`src/rtl/simplerisc_pkg.sv`:
```
// Shared SimpleRISC definitions: instruction field positions, halt opcode and the OF/EX payload.
// The OF/EX payload is sized by XLEN_DEF; the operand-fetch stage is built for that width.
package simplerisc_pkg;

  localparam int XLEN_DEF = 32;

  localparam int OPC_LSB = 26;
  localparam int OPC_W   = 6;
  localparam int RD_LSB  = 21;
  localparam int RS1_LSB = 16;
  localparam int RS2_LSB = 11;
  localparam int IMM_W   = 16;
  localparam int BOFF_W  = 27;

  localparam logic [4:0] HALT_OPCODE = 5'b11111;

  typedef struct packed {
    logic [XLEN_DEF-1:0] op1;
    logic [XLEN_DEF-1:0] op2;
    logic [XLEN_DEF-1:0] b;
    logic [XLEN_DEF-1:0] immx;
    logic [XLEN_DEF-1:0] branch_target;
    logic [XLEN_DEF-1:0] pc;
    logic [4:0]          rd;
    logic [OPC_W-1:0]    opcode;
    logic                writes_rd;
  } of_ex_t;

  function automatic logic is_halt(input logic [31:0] inst);
    return inst[31:27] == HALT_OPCODE;
  endfunction

endpackage

```
`src/rtl/of_stage_sb_if.sv`:
```
// Decode, writeback and execute-side signals of the operand-fetch stage.
// The slave modport is the stage itself; master is the surrounding pipeline.
interface of_stage_sb_if
  import simplerisc_pkg::*;
#(
  parameter int XLEN = XLEN_DEF
);
  logic            in_valid;
  logic            in_ready;
  logic [31:0]     in_inst;
  logic [XLEN-1:0] in_pc;
  logic            in_is_st;
  logic            in_is_ret;
  logic            in_is_imm;
  logic            in_uses_rs1;
  logic            in_uses_rs2;
  logic            in_writes_rd;
  logic            flush;
  logic            wb_en;
  logic [4:0]      wb_addr;
  logic [XLEN-1:0] wb_data;
  logic            out_valid;
  logic            out_ready;
  logic [XLEN-1:0] out_op1;
  logic [XLEN-1:0] out_op2;
  logic [XLEN-1:0] out_b;
  logic [XLEN-1:0] out_immx;
  logic [XLEN-1:0] out_branch_target;
  logic [4:0]      out_rd;
  logic [5:0]      out_opcode;
  logic            out_writes_rd;
  logic [XLEN-1:0] out_pc;
  logic            halted;

  modport slave (
    input  in_valid, in_inst, in_pc, in_is_st, in_is_ret, in_is_imm,
    input  in_uses_rs1, in_uses_rs2, in_writes_rd, flush,
    input  wb_en, wb_addr, wb_data, out_ready,
    output in_ready, out_valid, out_op1, out_op2, out_b, out_immx,
    output out_branch_target, out_rd, out_opcode, out_writes_rd, out_pc, halted
  );

  modport master (
    output in_valid, in_inst, in_pc, in_is_st, in_is_ret, in_is_imm,
    output in_uses_rs1, in_uses_rs2, in_writes_rd, flush,
    output wb_en, wb_addr, wb_data, out_ready,
    input  in_ready, out_valid, out_op1, out_op2, out_b, out_immx,
    input  out_branch_target, out_rd, out_opcode, out_writes_rd, out_pc, halted
  );
endinterface

```
`src/rtl/regfile_sb.sv`:
```
// Register array with one pending (in-flight write) bit per register; two reads, one write.
// OF_BYPASS_EN forwards the write port onto both read ports in the same cycle.
module regfile_sb #(
  parameter int  XLEN  = 32,
  parameter int  NREGS = 16,
  localparam int AW    = $clog2(NREGS)
) (
  input  logic             clk,
  input  logic             rst_n,
  input  logic [AW-1:0]    ra1_i,
  input  logic [AW-1:0]    ra2_i,
  output logic [XLEN-1:0]  rd1_o,
  output logic [XLEN-1:0]  rd2_o,
  input  logic             we_i,
  input  logic [AW-1:0]    wa_i,
  input  logic [XLEN-1:0]  wd_i,
  input  logic             set_i,
  input  logic [AW-1:0]    set_idx_i,
  input  logic             clr_i,
  input  logic [AW-1:0]    clr_idx_i,
  output logic [NREGS-1:0] pend_o
);

  logic [XLEN-1:0]  mem_q [NREGS];
  logic [NREGS-1:0] pend_q, pend_d;

  always_ff @(posedge clk) begin
    if (!rst_n) begin
      for (int i = 0; i < NREGS; i++) mem_q[i] <= '0;
    end else if (we_i) begin
      mem_q[wa_i] <= wd_i;
    end
  end

  // Set is applied last so a same-cycle set and clear on one index leaves it pending.
  always_comb begin
    pend_d = pend_q;
    if (we_i)  pend_d[wa_i]      = 1'b0;
    if (clr_i) pend_d[clr_idx_i] = 1'b0;
    if (set_i) pend_d[set_idx_i] = 1'b1;
  end

  always_ff @(posedge clk) begin
    if (!rst_n) pend_q <= '0;
    else        pend_q <= pend_d;
  end

  assign pend_o = pend_q;

`ifdef OF_BYPASS_EN
  assign rd1_o = (we_i && (wa_i == ra1_i)) ? wd_i : mem_q[ra1_i];
  assign rd2_o = (we_i && (wa_i == ra2_i)) ? wd_i : mem_q[ra2_i];
`else
  assign rd1_o = mem_q[ra1_i];
  assign rd2_o = mem_q[ra2_i];
`endif

endmodule

```
`src/rtl/of_stage_sb.sv`:
```
// Operand-fetch stage: register file + scoreboard, RAW/WAW stall, OF/EX register, sticky halt.
// OF_BYPASS_EN forwards same-cycle writeback into the operands and lifts the matching RAW stall.
module of_stage_sb
  import simplerisc_pkg::*;
#(
  parameter int XLEN   = XLEN_DEF,
  parameter int NREGS  = 16,
  parameter int RA_REG = NREGS - 1
) (
  input logic          clk,
  input logic          rst_n,
  of_stage_sb_if.slave bus
);

  localparam int AW = $clog2(NREGS);
`ifdef OF_BYPASS_EN
  localparam logic BYPASS = 1'b1;
`else
  localparam logic BYPASS = 1'b0;
`endif

  logic [AW-1:0]    rs1_idx, rs2_idx, rd_idx, wb_idx, flush_idx;
  logic [XLEN-1:0]  rs1_dat, rs2_dat;
  logic [NREGS-1:0] pend;
  logic             fwd1, fwd2, hz, in_rdy, accept, flush_clr;
  of_ex_t           ofex_q, ofex_d, payload;
  logic             out_vld_q, out_vld_d, halted_q, halted_d;

  assign rs1_idx = bus.in_is_ret ? AW'(RA_REG) : bus.in_inst[RS1_LSB +: AW];
  assign rs2_idx = bus.in_is_st ? bus.in_inst[RD_LSB +: AW] : bus.in_inst[RS2_LSB +: AW];
  assign rd_idx  = bus.in_inst[RD_LSB +: AW];
  assign wb_idx  = bus.wb_addr[AW-1:0];

  generate
    if (AW < 5) begin : g_wb_hi
      logic unused_wb_hi;
      assign unused_wb_hi = ^bus.wb_addr[4:AW];
    end
  endgenerate

  // Forwarding only relieves RAW; a pending rd always stalls so writebacks stay ordered.
  assign fwd1 = BYPASS && bus.wb_en && (wb_idx == rs1_idx);
  assign fwd2 = BYPASS && bus.wb_en && (wb_idx == rs2_idx);
  assign hz   = (bus.in_uses_rs1 && pend[rs1_idx] && !fwd1)
             || (bus.in_uses_rs2 && pend[rs2_idx] && !fwd2)
             || (bus.in_writes_rd && pend[rd_idx]);

  assign in_rdy    = !halted_q && !hz && (!out_vld_q || bus.out_ready) && !bus.flush;
  assign accept    = bus.in_valid && in_rdy;
  assign flush_clr = bus.flush && out_vld_q && ofex_q.writes_rd;
  assign flush_idx = ofex_q.rd[AW-1:0];

  regfile_sb #(
    .XLEN  (XLEN),
    .NREGS (NREGS)
  ) u_rf (
    .clk       (clk),
    .rst_n     (rst_n),
    .ra1_i     (rs1_idx),
    .ra2_i     (rs2_idx),
    .rd1_o     (rs1_dat),
    .rd2_o     (rs2_dat),
    .we_i      (bus.wb_en),
    .wa_i      (wb_idx),
    .wd_i      (bus.wb_data),
    .set_i     (accept && bus.in_writes_rd),
    .set_idx_i (rd_idx),
    .clr_i     (flush_clr),
    .clr_idx_i (flush_idx),
    .pend_o    (pend)
  );

  always_comb begin
    payload               = '0;
    payload.op1           = rs1_dat;
    payload.op2           = rs2_dat;
    payload.immx          = {{(XLEN-IMM_W){bus.in_inst[IMM_W-1]}}, bus.in_inst[IMM_W-1:0]};
    payload.b             = bus.in_is_imm ? payload.immx : rs2_dat;
    payload.branch_target = bus.in_pc
                          + {{(XLEN-BOFF_W){bus.in_inst[BOFF_W-1]}}, bus.in_inst[BOFF_W-1:0]};
    payload.pc            = bus.in_pc;
    payload.rd            = bus.in_inst[RD_LSB +: 5];
    payload.opcode        = bus.in_inst[OPC_LSB +: OPC_W];
    payload.writes_rd     = bus.in_writes_rd;
  end

  // Flush and accept are exclusive (in_ready is low during flush), so a halt never latches then.
  always_comb begin
    ofex_d    = ofex_q;
    out_vld_d = out_vld_q;
    halted_d  = halted_q;
    if (accept) begin
      ofex_d    = payload;
      out_vld_d = 1'b1;
      halted_d  = halted_q | is_halt(bus.in_inst);
    end else if (bus.flush || bus.out_ready) begin
      out_vld_d = 1'b0;
    end
  end

  always_ff @(posedge clk) begin
    if (!rst_n) begin
      ofex_q    <= '0;
      out_vld_q <= 1'b0;
      halted_q  <= 1'b0;
    end else begin
      ofex_q    <= ofex_d;
      out_vld_q <= out_vld_d;
      halted_q  <= halted_d;
    end
  end

  assign bus.in_ready          = in_rdy;
  assign bus.out_valid         = out_vld_q;
  assign bus.out_op1           = ofex_q.op1;
  assign bus.out_op2           = ofex_q.op2;
  assign bus.out_b             = ofex_q.b;
  assign bus.out_immx          = ofex_q.immx;
  assign bus.out_branch_target = ofex_q.branch_target;
  assign bus.out_rd            = ofex_q.rd;
  assign bus.out_opcode        = ofex_q.opcode;
  assign bus.out_writes_rd     = ofex_q.writes_rd;
  assign bus.out_pc            = ofex_q.pc;
  assign bus.halted            = halted_q;

endmodule

```
`src/flat_wrapper.sv`:
```
// flat-port wrapper written by rule: the top's interface ports become plain ports
module of_stage_sb_flat import simplerisc_pkg::*;
#(
  parameter int XLEN   = XLEN_DEF,
  parameter int NREGS  = 16,
  parameter int RA_REG = NREGS - 1
)
  (clk, rst_n, bus_in_valid, bus_in_inst, bus_in_pc, bus_in_is_st, bus_in_is_ret, bus_in_is_imm, bus_in_uses_rs1, bus_in_uses_rs2, bus_in_writes_rd, bus_flush, bus_wb_en, bus_wb_addr, bus_wb_data, bus_out_ready, bus_in_ready, bus_out_valid, bus_out_op1, bus_out_op2, bus_out_b, bus_out_immx, bus_out_branch_target, bus_out_rd, bus_out_opcode, bus_out_writes_rd, bus_out_pc, bus_halted);
  of_stage_sb_if #(.XLEN(XLEN)) bus_i ();
  input logic clk;
  input logic rst_n;
  input wire logic [$bits(bus_i.in_valid)-1:0] bus_in_valid;
  input wire logic [$bits(bus_i.in_inst)-1:0] bus_in_inst;
  input wire logic [$bits(bus_i.in_pc)-1:0] bus_in_pc;
  input wire logic [$bits(bus_i.in_is_st)-1:0] bus_in_is_st;
  input wire logic [$bits(bus_i.in_is_ret)-1:0] bus_in_is_ret;
  input wire logic [$bits(bus_i.in_is_imm)-1:0] bus_in_is_imm;
  input wire logic [$bits(bus_i.in_uses_rs1)-1:0] bus_in_uses_rs1;
  input wire logic [$bits(bus_i.in_uses_rs2)-1:0] bus_in_uses_rs2;
  input wire logic [$bits(bus_i.in_writes_rd)-1:0] bus_in_writes_rd;
  input wire logic [$bits(bus_i.flush)-1:0] bus_flush;
  input wire logic [$bits(bus_i.wb_en)-1:0] bus_wb_en;
  input wire logic [$bits(bus_i.wb_addr)-1:0] bus_wb_addr;
  input wire logic [$bits(bus_i.wb_data)-1:0] bus_wb_data;
  input wire logic [$bits(bus_i.out_ready)-1:0] bus_out_ready;
  output wire logic [$bits(bus_i.in_ready)-1:0] bus_in_ready;
  output wire logic [$bits(bus_i.out_valid)-1:0] bus_out_valid;
  output wire logic [$bits(bus_i.out_op1)-1:0] bus_out_op1;
  output wire logic [$bits(bus_i.out_op2)-1:0] bus_out_op2;
  output wire logic [$bits(bus_i.out_b)-1:0] bus_out_b;
  output wire logic [$bits(bus_i.out_immx)-1:0] bus_out_immx;
  output wire logic [$bits(bus_i.out_branch_target)-1:0] bus_out_branch_target;
  output wire logic [$bits(bus_i.out_rd)-1:0] bus_out_rd;
  output wire logic [$bits(bus_i.out_opcode)-1:0] bus_out_opcode;
  output wire logic [$bits(bus_i.out_writes_rd)-1:0] bus_out_writes_rd;
  output wire logic [$bits(bus_i.out_pc)-1:0] bus_out_pc;
  output wire logic [$bits(bus_i.halted)-1:0] bus_halted;
  assign bus_i.in_valid = bus_in_valid;
  assign bus_i.in_inst = bus_in_inst;
  assign bus_i.in_pc = bus_in_pc;
  assign bus_i.in_is_st = bus_in_is_st;
  assign bus_i.in_is_ret = bus_in_is_ret;
  assign bus_i.in_is_imm = bus_in_is_imm;
  assign bus_i.in_uses_rs1 = bus_in_uses_rs1;
  assign bus_i.in_uses_rs2 = bus_in_uses_rs2;
  assign bus_i.in_writes_rd = bus_in_writes_rd;
  assign bus_i.flush = bus_flush;
  assign bus_i.wb_en = bus_wb_en;
  assign bus_i.wb_addr = bus_wb_addr;
  assign bus_i.wb_data = bus_wb_data;
  assign bus_i.out_ready = bus_out_ready;
  assign bus_in_ready = bus_i.in_ready;
  assign bus_out_valid = bus_i.out_valid;
  assign bus_out_op1 = bus_i.out_op1;
  assign bus_out_op2 = bus_i.out_op2;
  assign bus_out_b = bus_i.out_b;
  assign bus_out_immx = bus_i.out_immx;
  assign bus_out_branch_target = bus_i.out_branch_target;
  assign bus_out_rd = bus_i.out_rd;
  assign bus_out_opcode = bus_i.out_opcode;
  assign bus_out_writes_rd = bus_i.out_writes_rd;
  assign bus_out_pc = bus_i.out_pc;
  assign bus_halted = bus_i.halted;
  of_stage_sb #(.XLEN(XLEN), .NREGS(NREGS), .RA_REG(RA_REG)) u_core (.clk(clk), .rst_n(rst_n), .bus(bus_i));
endmodule
```
`config.mk`:
```
export PLATFORM = sky130hd
export DESIGN_NAME = of_stage_sb_flat
export DESIGN_NICKNAME = d
export VERILOG_FILES = /design/src/rtl/simplerisc_pkg.sv /design/src/rtl/of_stage_sb_if.sv /design/src/rtl/regfile_sb.sv /design/src/rtl/of_stage_sb.sv /design/src/flat_wrapper.sv
export SDC_FILE = /design/constraint.sdc
export NUM_CORES = 2
export LEC_CHECK = 0
export ABC_CLOCK_PERIOD_IN_PS = 5200
export CAP_MARGIN = 20
export CORE_MARGIN = 2
export CORE_UTILIZATION = 50
export DETAILED_ROUTE_END_ITERATION = 7
export HOLD_SLACK_MARGIN = 0.1
export PLACE_DENSITY_LB_ADDON = 0.1
export SYNTH_ARGS = -nofsm -noshare
export SYNTH_HDL_FRONTEND = slang
export SYNTH_SLANG_ARGS = --single-unit
```
`constraint.sdc`:
```
create_clock -name clk -period 5.2 [get_ports clk]
set_clock_uncertainty 0.1 [all_clocks]
set_input_delay 0.78 -clock clk [delete_from_list [all_inputs] [get_ports clk]]
set_output_delay 0.78 -clock clk [all_outputs]
set_load 0.005 [all_outputs]
```
==> metrics.md <==
| Metric | Value |
|---|---|
| Synth-to-Final Area Change | `18.2%` |
| Worst Path Arrival | `3.91 ns` |
| Synth top area share | `just over 40%` |
| # IOs | `320` |
| Internal power | `about 11 mW` |
| Root buf cell | `clkbuf_16` |
| Status | `completed` |
| Area contributors post-synth | `edfxtp_1 40%, dfxtp_1 11%, nand2_1 9.4%, and2_1 8.5%, mux2i_1 3.5%` |
| Fmax achieved | `209 MHz` |
| WS Path Type | `in -> out` |
| Layout cells sized above 1 | `8.12%` |
| Most area-hungry cell type in the Yosys netlist | `edfxtp_1` |
| Filler Cell Count | `roughly 6400` |
| Switching Share | `a little over a quarter` |
| Setup TNS | `0 ns` |
| Seq/Total Area, Yosys | `between 50 and 60%` |
| Core Rows | `101` |
| Post-route DRC | `0` |
| Setup-failing EPs final | `0` |
| HP Start | `u_core.bus.out_branch_target[17]$_SDFFE_PN0P_` |
| Reg2reg end | `u_core.bus.out_op2[1]$_SDFFE_PN0P_` |
| Post-synth EDFFs | `roughly 500` |
| Clk Latency, worst-skew pair | `approximately 0.64 ns` |
| Min cycle time layout | `approximately 4.8 ns` |
| Number of port buffers | `318` |
| Final Cell Area | `45000 sq um` |
| Setup crit start kind | `input pin` |
| Synthesized flop and latch total | `718` |
| Initial antenna violation count | `12` |
| Mean routed wirelength per cell | `25.4 um` |
| Global-route wire length before repair | `195000 um` |
| Die width | `280 um` |
| Worst Max-Slew Pin Slew | `1.19 ns` |
| Worst VDD drop | `228 uV` |
| CP required | `about 4.3 ns` |
| Area of placed instances | `between 40000 and 50000 sq um` |
| Net switching power | `4.01 mW` |
| Vias in the first global route | `between 30000 and 40000` |
| Vias | `31700` |
| Async S/R FF share, synth | `0%` |
| Remaining Overflow, GRT | `0` |
| Largest net degree at the start of global routing | `127` |
| Initial Util | `between 50 and 60%` |
| GRT Overall Usage | `33.3%` |
| DIE AREA | `between 70000 and 80000 sq um` |
| RSZ-0062 raised after global routing | `no` |
| Gate power share | `15.6%` |
| Nets | `4315` |
| Clk buf depth | `3` |
| CTS tree | `done` |
| DP Wirelength | `76600 um` |
| Via density | `about 6.1` |
| Die boundary height | `280 um` |
| Synth Cell Area | `38100 sq um` |
| Crit-path max FO | `7` |
| Clock power share | `39.5%` |
| CTS Buf Count | `80` |
| Syn nets | `4182` |
| CP Capture Type | `output pin` |
| Router iterations before antenna repair | `6` |
| # hold bufs at CTS | `0` |
| Seq pwr share | `45.0%` |
| Synth Flop Type | `edfxtp_1` |
| Worst Hold Endpoint | `u_core.bus.out_branch_target[17]$_SDFFE_PN0P_` |
| 1st-iter DRT viols | `3627` |
| Setup Fix Bufs, Post-CTS | `0` |
| Yosys synthesis warning count | `0` |
| Setup WS pre-CTS | `0.349 ns` |
| Synthesized area per cell | `between 9 and 10 sq um` |
| Routed wire length | `around 130000 um` |
| Area occupied by multi-input gates | `17300 sq um` |
| Final Cycle Share | `slightly above 90%` |
| CTS sink count | `718` |
| Clock transition at path regs | `about 0.05 ns` |
| Worst R2R Setup Slack | `1.93 ns` |
| Relative slew margins | `19.8%` |
| Post-CTS sizing | `0` |
| Depth of the most critical reg-to-reg path | `9` |
| Fin. Hold Viols | `0` |
| Hold Slack | `between 0.3 and 0.4 ns` |
| Final worst slack | `0.412 ns` |
| Max-cap check violation count | `0` |
| Remaining antenna violation count | `0` |
| Post-synthesis cell type count | `60` |
| Reg-to-reg critical path startpoint | `u_core.u_rf.pend_o[3]$_SDFF_PN0_` |
| Synth Instances | `4037` |
| PD cells | `328 nW/um^2` |
| Overall power | `14.8 mW` |
| Core region area | `75700 sq um` |
| Leak | `16.7 nW` |
| Gp weighted congestion | `0.910` |
| Htree depth | `3` |
| HP Class | `reg -> reg` |
| Max-slew violations | `0` |
| Hold path cells | `2` |
| FF/Latch Area | `19500 sq um` |
[cells in the mapped netlist, types with 15 or more instances]
library cell  count
a211oi_1        103
a21oi_1         210
a311oi_1         97
a31oi_1          34
and2_1          517
and3_1           66
buf_1            33
buf_2            18
buf_4            31
clkbuf_1        282
dfxtp_1         206
edfxtp_1        512
ha_1             31
inv_1            15
mux2i_1         134
mux4_2           41
nand2_1         953
nand3_1         250
nand4_1          17
nor2_1          106
nor2b_1          77
nor3_1           49
o21ai_0          60
o31ai_1          33
or2_2            35
xnor2_1          19
[power groups by stage]
stage	clock (mW)	sequential (mW)	combinational [mW]
CTS	5.88	6.64	2.28
global route	6.11	6.68	2.47
detailed placement	0	6.76	2.27
floorplan	0	6.74	1.27
finish	5.84	6.65	2.30
global placement	0	6.74	2.26
[placed cells by master, fill, tap and decap left out, drive strengths merged, types with 106 or more instances in the layout]
cell type | netlist | layout
clkdlybuf4s50 | 0 | 316
mux2i | 134 | 134
clkbuf | 282 | 111
nand3 | 250 | 250
and2 | 517 | 517
dfxtp | 206 | 206
edfxtp | 512 | 512
a21oi | 210 | 210
nand2 | 954 | 954
nor2 | 106 | 106
[logic make-up (layout without fill, tap and decap cells)]
family                   Yosys count  count (layout)  synth area share, %
XOR/XNOR                          26              26                0.598
buffers and inverters            380             578                 4.13
AND/OR/NAND/NOR                 2102            2102                 26.6
AO/OA/AOI/OAI                    600             600                 10.3
flip-flops                       718             718                 51.2
multiplexers                     179             179                 6.06
other                              0               6                    0
adder cells (fa/ha/maj)           32              32                 1.07
[layer usage]
layer / wire length [um] / global-route usage (%) / up-vias
li1: - / - / 14400
met4: 6210 / 16.6 / 12
met2: 61000 / 53.2 / 1735
met5: 78 / 0 / -
met3: 13500 / 6.32 / 345
met1: 51600 / 43.6 / 15200
[through the flow]
stage	util, %	std cells
2_1_floorplan	-	4037
5_1_grt	59.5	5217
3_3_place_gp	55.9	5064
4_1_cts	59.4	5211
6_report	59.5	5219
3_5_place_dp	55.9	5064
[flip-flops by register name, indices dropped and copies added, names as in the netlist]
register / flops
u_core.bus.out_rd: 5
u_core.bus.halted: 1
u_core.bus.out_immx: 16
u_core.u_rf.pend_o: 16
u_core.bus.out_branch_target: 32
u_core.bus.out_writes_rd: 1
u_core.bus.out_valid: 1
u_core.bus.out_b: 32
u_core.u_rf.mem_q: 512
u_core.bus.out_op1: 32
u_core.bus.out_opcode: 6
u_core.bus.out_pc: 32
u_core.bus.out_op2: 32
[critical path, stage by stage]
cell and delay (ns):
clkdlybuf4s50_1 0.82, mux4_2 0.57, mux4_2 0.48, a2111oi_0 0.42, and3_1 0.25, clkdlybuf4s50_1 0.57
[worst max path at each step]
stage	from	slack [ns]	end	cells past startpoint
after floorplan	bus_wb_addr[1]	0.81	u_core.u_rf.mem_q[6][0]$_SDFFCE_PN0P_	4
after global placement	bus_in_inst[21]	0.34	bus_in_ready	6
after detailed placement	bus_in_inst[21]	0.35	bus_in_ready	6
after CTS	bus_in_inst[21]	0.35	bus_in_ready	6
after global routing	bus_in_inst[21]	0.27	bus_in_ready	6
final	bus_in_inst[21]	0.41	bus_in_ready	6
[area by class of cell]
class                           instances  area share [%]
Timing Repair Buffer                  416            9.43
Inverter                               15           0.136
Sequential cell                       718            43.3
Antenna cell                            6          0.0333
Multi-Input combinational cell       2939            38.4
Clock inverter                         37           0.962
Clock buffer                          110            4.99
Tap cell                              978            2.72
No activity file was read; power rests on OpenSTA's default activity.
